==> config.mk <==
export PLATFORM = sky130hd
export DESIGN_NAME = store_rmw_seq
export DESIGN_NICKNAME = d
export VERILOG_FILES = /design/src/rtl/store_rmw_seq.sv
export SDC_FILE = /design/constraint.sdc
export NUM_CORES = 1
export LEC_CHECK = 0
export CELL_PAD_IN_SITES_DETAIL_PLACEMENT = 1
export CELL_PAD_IN_SITES_GLOBAL_PLACEMENT = 2
export CORE_MARGIN = 5
export CORE_UTILIZATION = 25
export CTS_CLUSTER_SIZE = 28
export DETAILED_ROUTE_END_ITERATION = 10
export PLACE_DENSITY = 0.74
export REMOVE_ABC_BUFFERS = 1
export SLEW_MARGIN = 10
export SYNTH_ARGS = -nofsm -noshare
export SYNTH_HDL_FRONTEND = slang
export SYNTH_SLANG_ARGS = --single-unit
export TNS_END_PERCENT = 50
==> constraint.sdc <==
create_clock -name clk -period 3.16 [get_ports clk]
set_input_delay 0.632 -clock clk [delete_from_list [all_inputs] [get_ports clk]]
set_output_delay 0.632 -clock clk [all_outputs]
set_load 0.05 [all_outputs]
==> src/rtl/store_rmw_seq.sv <==
// store_rmw_seq: multicycle read-modify-write sequencer for SW/SH/SB stores.
// Word stores write straight through. Half-word and byte stores first read the
// target word, then merge the low half/byte of B into it, then write it back.
// Every output is a flop loaded from next-state decode, so there is no
// combinational path from any input to any output.
module store_rmw_seq #(
    parameter int unsigned MEM_LATENCY = 1
) (
    input  logic        clk,
    input  logic        reset,
    input  logic        start,
    input  logic [1:0]  store_type,
    input  logic [31:0] addr,
    input  logic [31:0] b_data,
    input  logic [31:0] mem_rdata,
    output logic [31:0] mem_addr,
    output logic        mem_rd,
    output logic        mem_wr,
    output logic [31:0] mem_wdata,
    output logic        busy,
    output logic        done,
    output logic        err
);

    localparam int unsigned DATA_W = 32;
    localparam int unsigned TYPE_W = 2;
    localparam int unsigned CNT_W  = (MEM_LATENCY > 1) ? $clog2(MEM_LATENCY) : 1;

    localparam logic [CNT_W-1:0]  CNT_LOAD = CNT_W'(MEM_LATENCY - 1);
    localparam logic [TYPE_W-1:0] ST_SW    = 2'b00;
    localparam logic [TYPE_W-1:0] ST_SH    = 2'b01;
    localparam logic [TYPE_W-1:0] ST_SB    = 2'b10;
    localparam logic [TYPE_W-1:0] ST_RSVD  = 2'b11;

    typedef enum logic [2:0] {
        S_IDLE = 3'd0,
        S_RD   = 3'd1,
        S_WAIT = 3'd2,
        S_WR   = 3'd3,
        S_FIN  = 3'd4
    } state_t;

    state_t              r_state;
    state_t              w_state_nxt;

    logic [TYPE_W-1:0]   r_type;
    logic [DATA_W-1:0]   r_addr;
    logic [DATA_W-1:0]   r_b;
    logic [DATA_W-1:0]   r_mdr;
    logic [CNT_W-1:0]    r_cnt;

    logic [TYPE_W-1:0]   w_type_nxt;
    logic [DATA_W-1:0]   w_addr_nxt;
    logic [DATA_W-1:0]   w_b_nxt;
    logic [DATA_W-1:0]   w_mdr_nxt;
    logic [CNT_W-1:0]    w_cnt_nxt;

    logic [DATA_W-1:0]   r_mem_addr;
    logic                r_mem_rd;
    logic                r_mem_wr;
    logic [DATA_W-1:0]   r_mem_wdata;
    logic                r_busy;
    logic                r_done;
    logic                r_err;

    logic [DATA_W-1:0]   w_mem_addr_nxt;
    logic                w_mem_rd_nxt;
    logic                w_mem_wr_nxt;
    logic [DATA_W-1:0]   w_mem_wdata_nxt;
    logic                w_busy_nxt;
    logic                w_done_nxt;
    logic                w_err_nxt;

    // Merge the low sub-word of B into the captured memory word.
    function automatic logic [DATA_W-1:0] f_merge(
        input logic [TYPE_W-1:0] t,
        input logic [DATA_W-1:0] mdr,
        input logic [DATA_W-1:0] b
    );
        logic [DATA_W-1:0] res;
        case (t)
            ST_SH:   res = {mdr[31:16], b[15:0]};
            ST_SB:   res = {mdr[31:8],  b[7:0]};
            default: res = b;
        endcase
        return res;
    endfunction

    // State register and request latches.
    always_ff @(posedge clk or negedge reset) begin
        if (!reset) begin
            r_state <= S_IDLE;
            r_type  <= '0;
            r_addr  <= '0;
            r_b     <= '0;
            r_mdr   <= '0;
            r_cnt   <= '0;
        end else begin
            r_state <= w_state_nxt;
            r_type  <= w_type_nxt;
            r_addr  <= w_addr_nxt;
            r_b     <= w_b_nxt;
            r_mdr   <= w_mdr_nxt;
            r_cnt   <= w_cnt_nxt;
        end
    end

    // Next-state, latch update and next-output decode.
    always_comb begin
        w_state_nxt = r_state;
        w_type_nxt  = r_type;
        w_addr_nxt  = r_addr;
        w_b_nxt     = r_b;
        w_mdr_nxt   = r_mdr;
        w_cnt_nxt   = r_cnt;

        case (r_state)
            S_IDLE, S_FIN: begin
                if (start) begin
                    w_type_nxt = store_type;
                    w_addr_nxt = addr;
                    w_b_nxt    = b_data;
                    case (store_type)
                        ST_SW:   w_state_nxt = S_WR;
                        ST_SH:   w_state_nxt = S_RD;
                        ST_SB:   w_state_nxt = S_RD;
                        default: w_state_nxt = S_FIN;
                    endcase
                end else begin
                    w_state_nxt = S_IDLE;
                end
            end
            S_RD: begin
                w_cnt_nxt   = CNT_LOAD;
                w_state_nxt = S_WAIT;
            end
            S_WAIT: begin
                if (r_cnt == '0) begin
                    w_mdr_nxt   = mem_rdata;
                    w_state_nxt = S_WR;
                end else begin
                    w_cnt_nxt   = r_cnt - CNT_W'(1);
                end
            end
            S_WR: begin
                w_state_nxt = S_FIN;
            end
            default: begin
                w_state_nxt = S_IDLE;
            end
        endcase

        // Outputs are a pure function of the next state and next latches.
        w_mem_rd_nxt    = (w_state_nxt == S_RD);
        w_mem_wr_nxt    = (w_state_nxt == S_WR);
        w_busy_nxt      = (w_state_nxt == S_RD) || (w_state_nxt == S_WAIT) ||
                          (w_state_nxt == S_WR);
        w_done_nxt      = (w_state_nxt == S_FIN);
        w_err_nxt       = (w_state_nxt == S_FIN) && (w_type_nxt == ST_RSVD);
        w_mem_addr_nxt  = w_busy_nxt ? w_addr_nxt : '0;
        w_mem_wdata_nxt = w_mem_wr_nxt ? f_merge(w_type_nxt, w_mdr_nxt, w_b_nxt) : '0;
    end

    // Output registers; reset clears them at once, abandoning any write.
    always_ff @(posedge clk or negedge reset) begin
        if (!reset) begin
            r_mem_addr  <= '0;
            r_mem_rd    <= 1'b0;
            r_mem_wr    <= 1'b0;
            r_mem_wdata <= '0;
            r_busy      <= 1'b0;
            r_done      <= 1'b0;
            r_err       <= 1'b0;
        end else begin
            r_mem_addr  <= w_mem_addr_nxt;
            r_mem_rd    <= w_mem_rd_nxt;
            r_mem_wr    <= w_mem_wr_nxt;
            r_mem_wdata <= w_mem_wdata_nxt;
            r_busy      <= w_busy_nxt;
            r_done      <= w_done_nxt;
            r_err       <= w_err_nxt;
        end
    end

    assign mem_addr  = r_mem_addr;
    assign mem_rd    = r_mem_rd;
    assign mem_wr    = r_mem_wr;
    assign mem_wdata = r_mem_wdata;
    assign busy      = r_busy;
    assign done      = r_done;
    assign err       = r_err;

endmodule

==> results of run 1 <==
[logic make-up (layout without fill, tap and decap cells)]
logic type,Yosys count,count (layout),synth area share
DFF,162,162,0.651
xor gates and xnor gates,1,1,0.00141
muxes,61,61,0.104
AOI/OAI and AO/OA,64,64,0.0605
and+or+nand+nor,171,171,0.128
adders and majority gates,3,3,0.00603
buffers and inverters,67,247,0.0493
[registers in the layout (all words and copies together), names as in the netlist]
register	count
mem_addr	32
r_addr	32
r_type	2
r_mdr	24
r_state	3
mem_wdata	32
mem_wr	1
busy	1
r_b	32
mem_rd	1
err	1
done	1
[final cells by class]
| class | count | area, sq um |
|---|---|---|
| Clock buffer | 18 | 439 |
| Clock inverter | 14 | 145 |
| Fill cell | 2664 | 15500 |
| Sequential cell | 162 | 4050 |
| Inverter | 38 | 143 |
| Tap cell | 324 | 405 |
| Timing Repair Buffer | 177 | 1820 |
| Multi-Input combinational cell | 300 | 1880 |
[worst max path at each step]
stage / slack (ps) / end / startpoint
after global routing: 270 / mem_wdata[8] / start
after global placement: 60 / mem_wdata[8] / start
after detailed placement: -40 / mem_wdata[15] / start
after floorplan: -3170 / mem_addr[31] / start
after CTS: 390 / mem_wdata[15] / start
final: 420 / mem_wdata[15] / start
[metrics by stage]
stage                util  setup slack, ps  TNS (ps)  hold slack (ps)  cell area, sq um
finish              0.364              421         0              137              8890
detailed placement  0.340            -42.7     -99.0              456              8300
global placement    0.340             55.7         0              452              8300
global route        0.364              274         0              148              8890
CTS                 0.364              393         0              129              8890
floorplan               -            -3170   -366320              336              6060
[synth_stat cells, types with 4 or more instances]
cell / number / area share
clkbuf_1: 11 / 0.0066
nand3b_1: 16 / 0.019
buf_6: 4 / 0.0072
mux2_2: 27 / 0.049
nand3_1: 16 / 0.013
inv_1: 38 / 0.023
nor2_1: 4 / 0.0024
a31oi_1: 9 / 0.0090
mux2i_1: 34 / 0.055
nand2_1: 117 / 0.071
dfrtp_1: 162 / 0.65
a21oi_1: 32 / 0.026
nor2b_1: 11 / 0.011
buf_2: 11 / 0.0088
o22ai_1: 16 / 0.016
[metal layers]
metal,global-route usage,part of all wire,vias up
met3,0.0422,0.065,16
met5,0,0,-
met1,0.153,0.43,2261
li1,-,-,2078
met2,0.209,0.49,115
met4,0.0356,0.013,0
[worst max-delay path, delay by kind of cell]
family	cells	cell delay (ps)
AO/OA/AOI/OAI	1	140
adder cells (fa/ha/maj)	1	320
buffers and inverters	3	760
multiplexers	2	520
AND/OR/NAND/NOR	2	690
[power breakdown]
| part | internal, W | leakage, nW | switching, W |
|---|---|---|---|
| registers | 0.00293 | 2.05 | 0.000303 |
| clock network | 0.00113 | 0.278 | 0.000906 |
| logic | 0.00158 | 1.68 | 0.00261 |
| total | 0.00565 | 4.01 | 0.00382 |
==> metrics.txt, run 1 <==
NumNets Final=800; Routed Antenna Nets=0; CTS Buf Count=17; Max-Cap Viols=0; die area=0.0281 sq mm; CP max-delay cell=or3b_2; commonest non-fill, non-tap cell in the layout=dfrtp_1; CTS tree=yes; largest net degree at the start of global routing=62; Arrival @ worst endpoint=3070 ps; RSZ-0062 raised after global routing=no; vias per cell=4.33; I/O pin cnt=170; DRC viols=0; Post-synth EDFFs=0; Avg WL per Cell=16.7 um; Layout area overhead=42.8%; number of synthesized register bits=162; Worst R2R Setup Slack=570 ps; Hold Buf Count CTS=0; Die Y=168 um; FFs w/ async S/R, synth=1.00; most frequent cells in the layout=162 x dfrtp_1, 160 x clkdlybuf4s50_1, 117 x nand2_1; post-route insts no fill=1033; Gate Count Post-Synth=529; CTS root buffer=clkbuf_16; Max rail drop VDD=0.384 mV; GR Util All Layers=0.125; Inst Count DP=1001; Min-Delay Path Class=in2async; routed vias=4470; Yosys warnings=0; P_leak=4.01 nW; drt pass-1 iters=4; Worst-Margin Slew=698 ps; Tmin final=2740 ps; Overflow after GRT=0; clock latency on the worst-skew pair=410 ps; kind of start point of the critical path=input port; CP Max Fanout=14; Final Wtd Congestion=0.740; Reg2Reg Depth=8; number of global-route vias before repair=5165; Post-synth top flop=dfrtp_1; final-report hold violation count=0; post-synth cell types=31; diodes inserted=0; Clock Pin Slew Worst Setup and Hold Paths=70 ps; Fmax achieved=0.365 GHz; CTS Buffer Depth=2; Worst EP required=3500 ps; hpwl dp=11700 um; Slew HR=0.534; Cell Pwr Density=1070 mW/mm^2; Die W=168 um; Final Skew=8.56 ps; Seq/Total Area, Yosys=0.651; IO Port Bufs=161; Clock Sink Count=162; layout cells sized above 1=0.117; Pins Over Slew Limit=0; initial antenna violation count=0; final WL=17300 um; post-CTS sizing=0; Tcrit/Tclk final=0.867; outcome=finished, final reports clean; FF-to-FF End=mem_wdata[15]; Setup violations, final=0; Post CTS Setup Buffer Count=0; Tot Pwr=0.00947 W; worst path cell trace=clkdlybuf4s50_1 > or3b_2 > mux2i_1 > inv_1 > ha_1 > buf_4 > nand3b_1 > mux2_2 > a31oi_1; Mapped Area=0.00622 sq mm; first-pass GRT wire length=28100 um; Reg-to-Reg Start=r_state[1]; CP Capture Type=flip-flop; Rows=57; Crit Path Class=in2reg; CP max stage delay=520 ps; CTS HTree Levels=4; drt initial violations=177; Core Box Area=0.0244 sq mm; Initial Utilization=0.255; average cell area after synthesis=11.8 sq um
Power figures use the tool's default switching activity.
==> run 2, diff against run 1 <==
--- a/config.mk
+++ b/config.mk
@@ -13,7 +13,7 @@
 export DETAILED_ROUTE_END_ITERATION = 10
 export PLACE_DENSITY = 0.74
 export REMOVE_ABC_BUFFERS = 1
-export SLEW_MARGIN = 10
+export SLEW_MARGIN = 0
 export SYNTH_ARGS = -nofsm -noshare
 export SYNTH_HDL_FRONTEND = slang
 export SYNTH_SLANG_ARGS = --single-unit
==> results of run 2 <==
Same layout as run 1: the final DEF is identical, and so are final timing and power.
==> run 3, diff against run 2 <==
--- a/config.mk
+++ b/config.mk
@@ -11,6 +11,7 @@
 export CORE_UTILIZATION = 25
 export CTS_CLUSTER_SIZE = 28
 export DETAILED_ROUTE_END_ITERATION = 10
+export GPL_ROUTABILITY_DRIVEN = 0
 export PLACE_DENSITY = 0.74
 export REMOVE_ABC_BUFFERS = 1
 export SLEW_MARGIN = 0
==> results of run 3 <==
Same layout as run 1: the final DEF is identical, and so are final timing and power.
==> edit 1: new RTL, settings of run 1 <==
Remove the register `r_err`: a continuous assignment takes its place, so the output `err` follows one clock earlier.
--- a/src/rtl/store_rmw_seq.sv
+++ b/src/rtl/store_rmw_seq.sv
@@ -170,7 +170,6 @@
             r_mem_wdata <= '0;
             r_busy      <= 1'b0;
             r_done      <= 1'b0;
-            r_err       <= 1'b0;
         end else begin
             r_mem_addr  <= w_mem_addr_nxt;
             r_mem_rd    <= w_mem_rd_nxt;
@@ -178,9 +177,10 @@
             r_mem_wdata <= w_mem_wdata_nxt;
             r_busy      <= w_busy_nxt;
             r_done      <= w_done_nxt;
-            r_err       <= w_err_nxt;
         end
     end
+
+    assign r_err = w_err_nxt;
 
     assign mem_addr  = r_mem_addr;
     assign mem_rd    = r_mem_rd;
Formal check against the unedited RTL: not equivalent (Yosys sat finds a counterexample within 4 cycles, from zero or initial values and one cycle with reset low).
==> edit 1 against run 1 <==
- power fell by 0.38%
- sequential cell count fell by 1
- worst setup slack got worse by 0.30 ns
- non-clock buffer count rose by 4
- cell area fell by 0.18%
- clock skew fell by 0.0015 ns
- global-route usage fell by 0.13 points
- routed wire length fell by 2.2%
- critical path depth fell by 2
- area after synthesis fell by 0.40%
==> edit 1: results (changes against run 1) <==
* First-pass GRT wire length at 27,720 um (-1.3%)
* Synth top area cells: dfrtp_1 (65%), nand2_1 (7.1%), mux2i_1 (5.5%)
* Maximum fanout along the worst path at 4 (-10)
* Tcrit/Tclk final at 96.25% (+9.6 points)
* DR vias at 4,495 (+0.56%)
* Iteration-0 DRC count of the detailed router at 136 (-23%)
* Crit path max-delay cell type: clkdlybuf4s50_1
* DR vias/cell at 4.339 (+0.27%)
* Avg WL per Cell at 16.31 um (-2.5%)
* Slew @ Worst Pin at 0.6880 ns (-0.009637 ns)
* Filler instances at 2,648 (-0.60%)
* Largest net degree at the start of global routing at 74 (+19%)
* Synth Register Bits at 161 (-0.62%)
* GR Util All Layers at 12.34% (-0.13 points)
* Placed cell count at 1,003 (+0.20%)
* Worst Path Arrival at 2.41 ns (-0.66 ns)
* Antenna diodes at 0 (unchanged)
* R2R Setup Slk at 0.63 ns (+0.06 ns)
* Status: finished clean
* Pre-CTS WS at -0.06270 ns (-0.01999 ns)
* Post-Synthesis Cells at 528 (-0.19%)
* Vias in the first global route at 5,228 (+1.2%)
* Post-DP Area at 0.008272 mm2 (-0.36%)
* R2R cell count at 8 (unchanged)
* Post-synth top cells: dfrtp_1 (161), nand2_1 (117), inv_1 (38)
* Sequential area share after synthesis at 65.00% (-0.14 points)
* Cell area after layout at 0.008870 mm2 (-0.18%)
* Critical path's largest stage delay at 0.48 ns (-0.04 ns)
* Leakage power at 4.006 nW (about the same)
* WHS at 0.2117 ns (+0.07497 ns)
* Layout Nets at 803 (+0.38%)
* HPWL after DPL at 11,870 um (+1.7%)
* CP Capture Point: err
* Last weighted congestion value of the routability-driven placer at 0.7700 (+4.1%)
* Layout cells sized above 1 at 12.22% (+0.51 points)
* FF-to-FF End: mem_wdata[29]$_DFF_PN0_
* Peak supply drop at 382.5 uV (-0.36%)
* Worst Clk Skew at 0.007080 ns (-0.001478 ns)
==> edit 1: cell count changes after synthesis <==
cell | before | now
dfrtp_1 | 162 | 161
==> edit 1: power breakdown <==
part / switching, W / total, W / internal [W]
logic: 0.00257 / 0.00417 / 0.00160
registers: 0.000306 / 0.00323 / 0.00292
clock network: 0.000845 / 0.00204 / 0.00119
==> edit 1: area by class of cell <==
class | instances | area share [%]
clock inverters | 11 | 1.467
clock buffers | 21 | 5.078
well taps | 324 | 4.570
flip-flops and latches | 161 | 45.42
repair buffers | 181 | 20.55
multi-input cells | 300 | 21.30
inverters | 38 | 1.608
==> edit 1: worst min-delay path by stage <==
stage,start,to,depth (start not counted)
floorplan,reset,busy$_DFF_PN0_,0
global placement,r_addr[26]$_DFF_PN0_,r_addr[26]$_DFF_PN0_,2
detailed placement,r_addr[0]$_DFF_PN0_,r_addr[0]$_DFF_PN0_,2
CTS,reset,mem_wdata[2]$_DFF_PN0_,1
global route,reset,mem_wdata[2]$_DFF_PN0_,1
finish,reset,mem_wdata[2]$_DFF_PN0_,1
==> edit 1: cells by family after synthesis <==
| kind of cell | count (synthesis) | synth area share (%) |
|---|---|---|
| compound gates | 64 | 6.076 |
| simple gates | 171 | 12.84 |
| buf+inv | 67 | 4.945 |
| xor+xnor | 1 | 0.1413 |
| flops | 161 | 65.00 |
| fa+ha+maj | 3 | 0.6056 |
| mux | 61 | 10.40 |
==> edit 1: timing repair <==
item / CTS / global route
gates resized for setup: 3 / 0
endpoints found under the setup margin: 1 / 0
setup buffers: 1 / 0
==> edit 1: per-layer routing <==
metal | track usage [%] | up-vias | wire, um
li1 | - | 2081 | -
met1 | 14.59 | 2282 | 7172
met2 | 21.87 | 117 | 8549
met3 | 4.149 | 13 | 1007
met4 | 2.611 | 2 | 146
met5 | 0 | - | 18
==> edit 2: new RTL, config.mk and constraints of run 1 <==
Made on the original files. Change the parameter `MEM_LATENCY` from 1 to 2.
--- a/src/rtl/store_rmw_seq.sv
+++ b/src/rtl/store_rmw_seq.sv
@@ -4,7 +4,7 @@
 // Every output is a flop loaded from next-state decode, so there is no
 // combinational path from any input to any output.
 module store_rmw_seq #(
-    parameter int unsigned MEM_LATENCY = 1
+    parameter int unsigned MEM_LATENCY = 2
 ) (
     input  logic        clk,
     input  logic        reset,
Behaviour: not the same (Yosys sat finds a counterexample within 4 cycles, from zero or initial values and one cycle with reset low).
==> edit 2 against run 1 <==
- routed wire length grew 9.1%
- area after synthesis grew 11%
- utilization shrank 1.1 points
- largest cell class unchanged
- sequential cell count grew 1
- power grew 18%
- worst setup slack gained 0.0096 ns
- clock skew grew 0.0031 ns
- synthesized cell count grew 7.8%
- critical path depth is the same
- cell area grew 7.4%
==> edit 2: results (changes against run 1) <==
* Vias in the first global route at 5,294 (+2.5%)
* Peak supply drop at 725.0 uV (+89%)
* Met2 Resource Use GR at 18.99% (-1.9 points)
* Synth top area cells: dfrtp_1 (59%), mux2_1 (10%), nand2_1 (5.8%)
* Clock group at 0.00214 W (+5%)
* Met3 WL at 983 um (-12%)
* Post-Synth Adder-Cell Area at 0.5456% (-0.058 points)
* Layout cells sized above 1 at 10.72% (-0.99 points)
* Post-synth top cells: dfrtp_1 (163), nand2_1 (106), mux2_1 (64)
* Sequential area share after synthesis at 59.28% (-5.9 points)
* Slew HR at 27.32% (-26 points)
* Last weighted congestion value of the routability-driven placer at 0.6938 (-6.2%)
* R2R Setup Slk at 0.61 ns (+0.04 ns)
* Placed cell count at 1,046 (+4.5%)
* DR vias/cell at 4.579 (+5.8%)
* Avg WL per Cell at 17.49 um (+4.6%)
* Status: finished clean
* GR Util All Layers at 12.25% (-0.21 points)
* WL met1 at 9088 um (+22%)
* First-pass GRT wire length at 30,060 um (+7.0%)
* FF-to-FF End: mem_wdata[28]$_DFF_PN0_
* Post-synthesis cell type count at 28 (-9.7%)
* Synth Area in Compound Gates at 8.347% (+2.3 points)
* Maximum fanout along the worst path at 28 (+14)
* Layout Nets at 828 (+3.5%)
* CP Capture Point: mem_wdata[28]$_DFF_PN0_
* Worst Clk Skew at 0.01170 ns (+0.003142 ns)
* Met1 Use GR at 17.19% (+1.8 points)
* XOR/XNOR Fraction of Synth Area at 0.1273% (-0.013 points)
* Sw Share at 42.72% (+2.4 points)
* Sequential share of power at 30.2% (-4.0 points)
* Post-Synthesis Cells at 570 (+7.8%)
-- edit 2: cell count changes after synthesis, moves of 16 or more --
cell and delta:
o21ai_0 +18, nand4b_1 +32, a21oi_1 -31, nand3b_1 -16, mux2_1 +64, o22ai_1 -16, inv_1 -26, a311oi_1 +24
a21boi_1 +32, mux2i_1 -24, clkbuf_1 +18
-- edit 2: area by class of cell --
type | count | area [um2]
clock inverters | 14 | 163.9
inverters | 12 | 45.04
multi-input cells | 345 | 2546
repair buffers | 185 | 1856
clock buffers | 18 | 429.2
fillers | 2933 | 17480
well taps | 341 | 426.7
flip-flops and latches | 163 | 4079
-- edit 2: through the flow --
| stage | setup TNS (ns) | setup WS, ns | hold slack (ns) | power (W) | area (um2) |
|---|---|---|---|---|---|
| floorplan | -497.44 | -5.575 | 0.3364 | 0.006953 | 6633 |
| global route | 0 | 0.2000 | 0.09019 | 0.01195 | 9545 |
| CTS | 0 | 0.3902 | 0.06846 | 0.01142 | 9545 |
| global placement | 0 | 0.004241 | 0.4574 | 0.009082 | 8952 |
| detailed placement | -0.1564 | -0.03635 | 0.4620 | 0.009197 | 8952 |
| finish | 0 | 0.4303 | 0.08274 | 0.01119 | 9545 |
-- edit 2: logic make-up (layout without fill, tap and decap cells) --
| logic type | after synthesis | after routing |
|---|---|---|
| AO/OA/AOI/OAI | 78 | 78 |
| XOR/XNOR | 1 | 1 |
| adder cells (fa/ha/maj) | 3 | 3 |
| buffers and inverters | 62 | 229 |
| flip-flops | 163 | 163 |
| multiplexers | 90 | 90 |
| AND/OR/NAND/NOR | 173 | 173 |
-- edit 2: critical path, cell delays in order --
cell,delay [ns]
clkdlybuf4s50_1,0.47
nor3b_4,0.27
mux2i_1,0.29
inv_1,0.10
ha_2,0.37
buf_4,0.28
nand2_1,0.08
mux2_1,0.29
a311oi_1,0.26
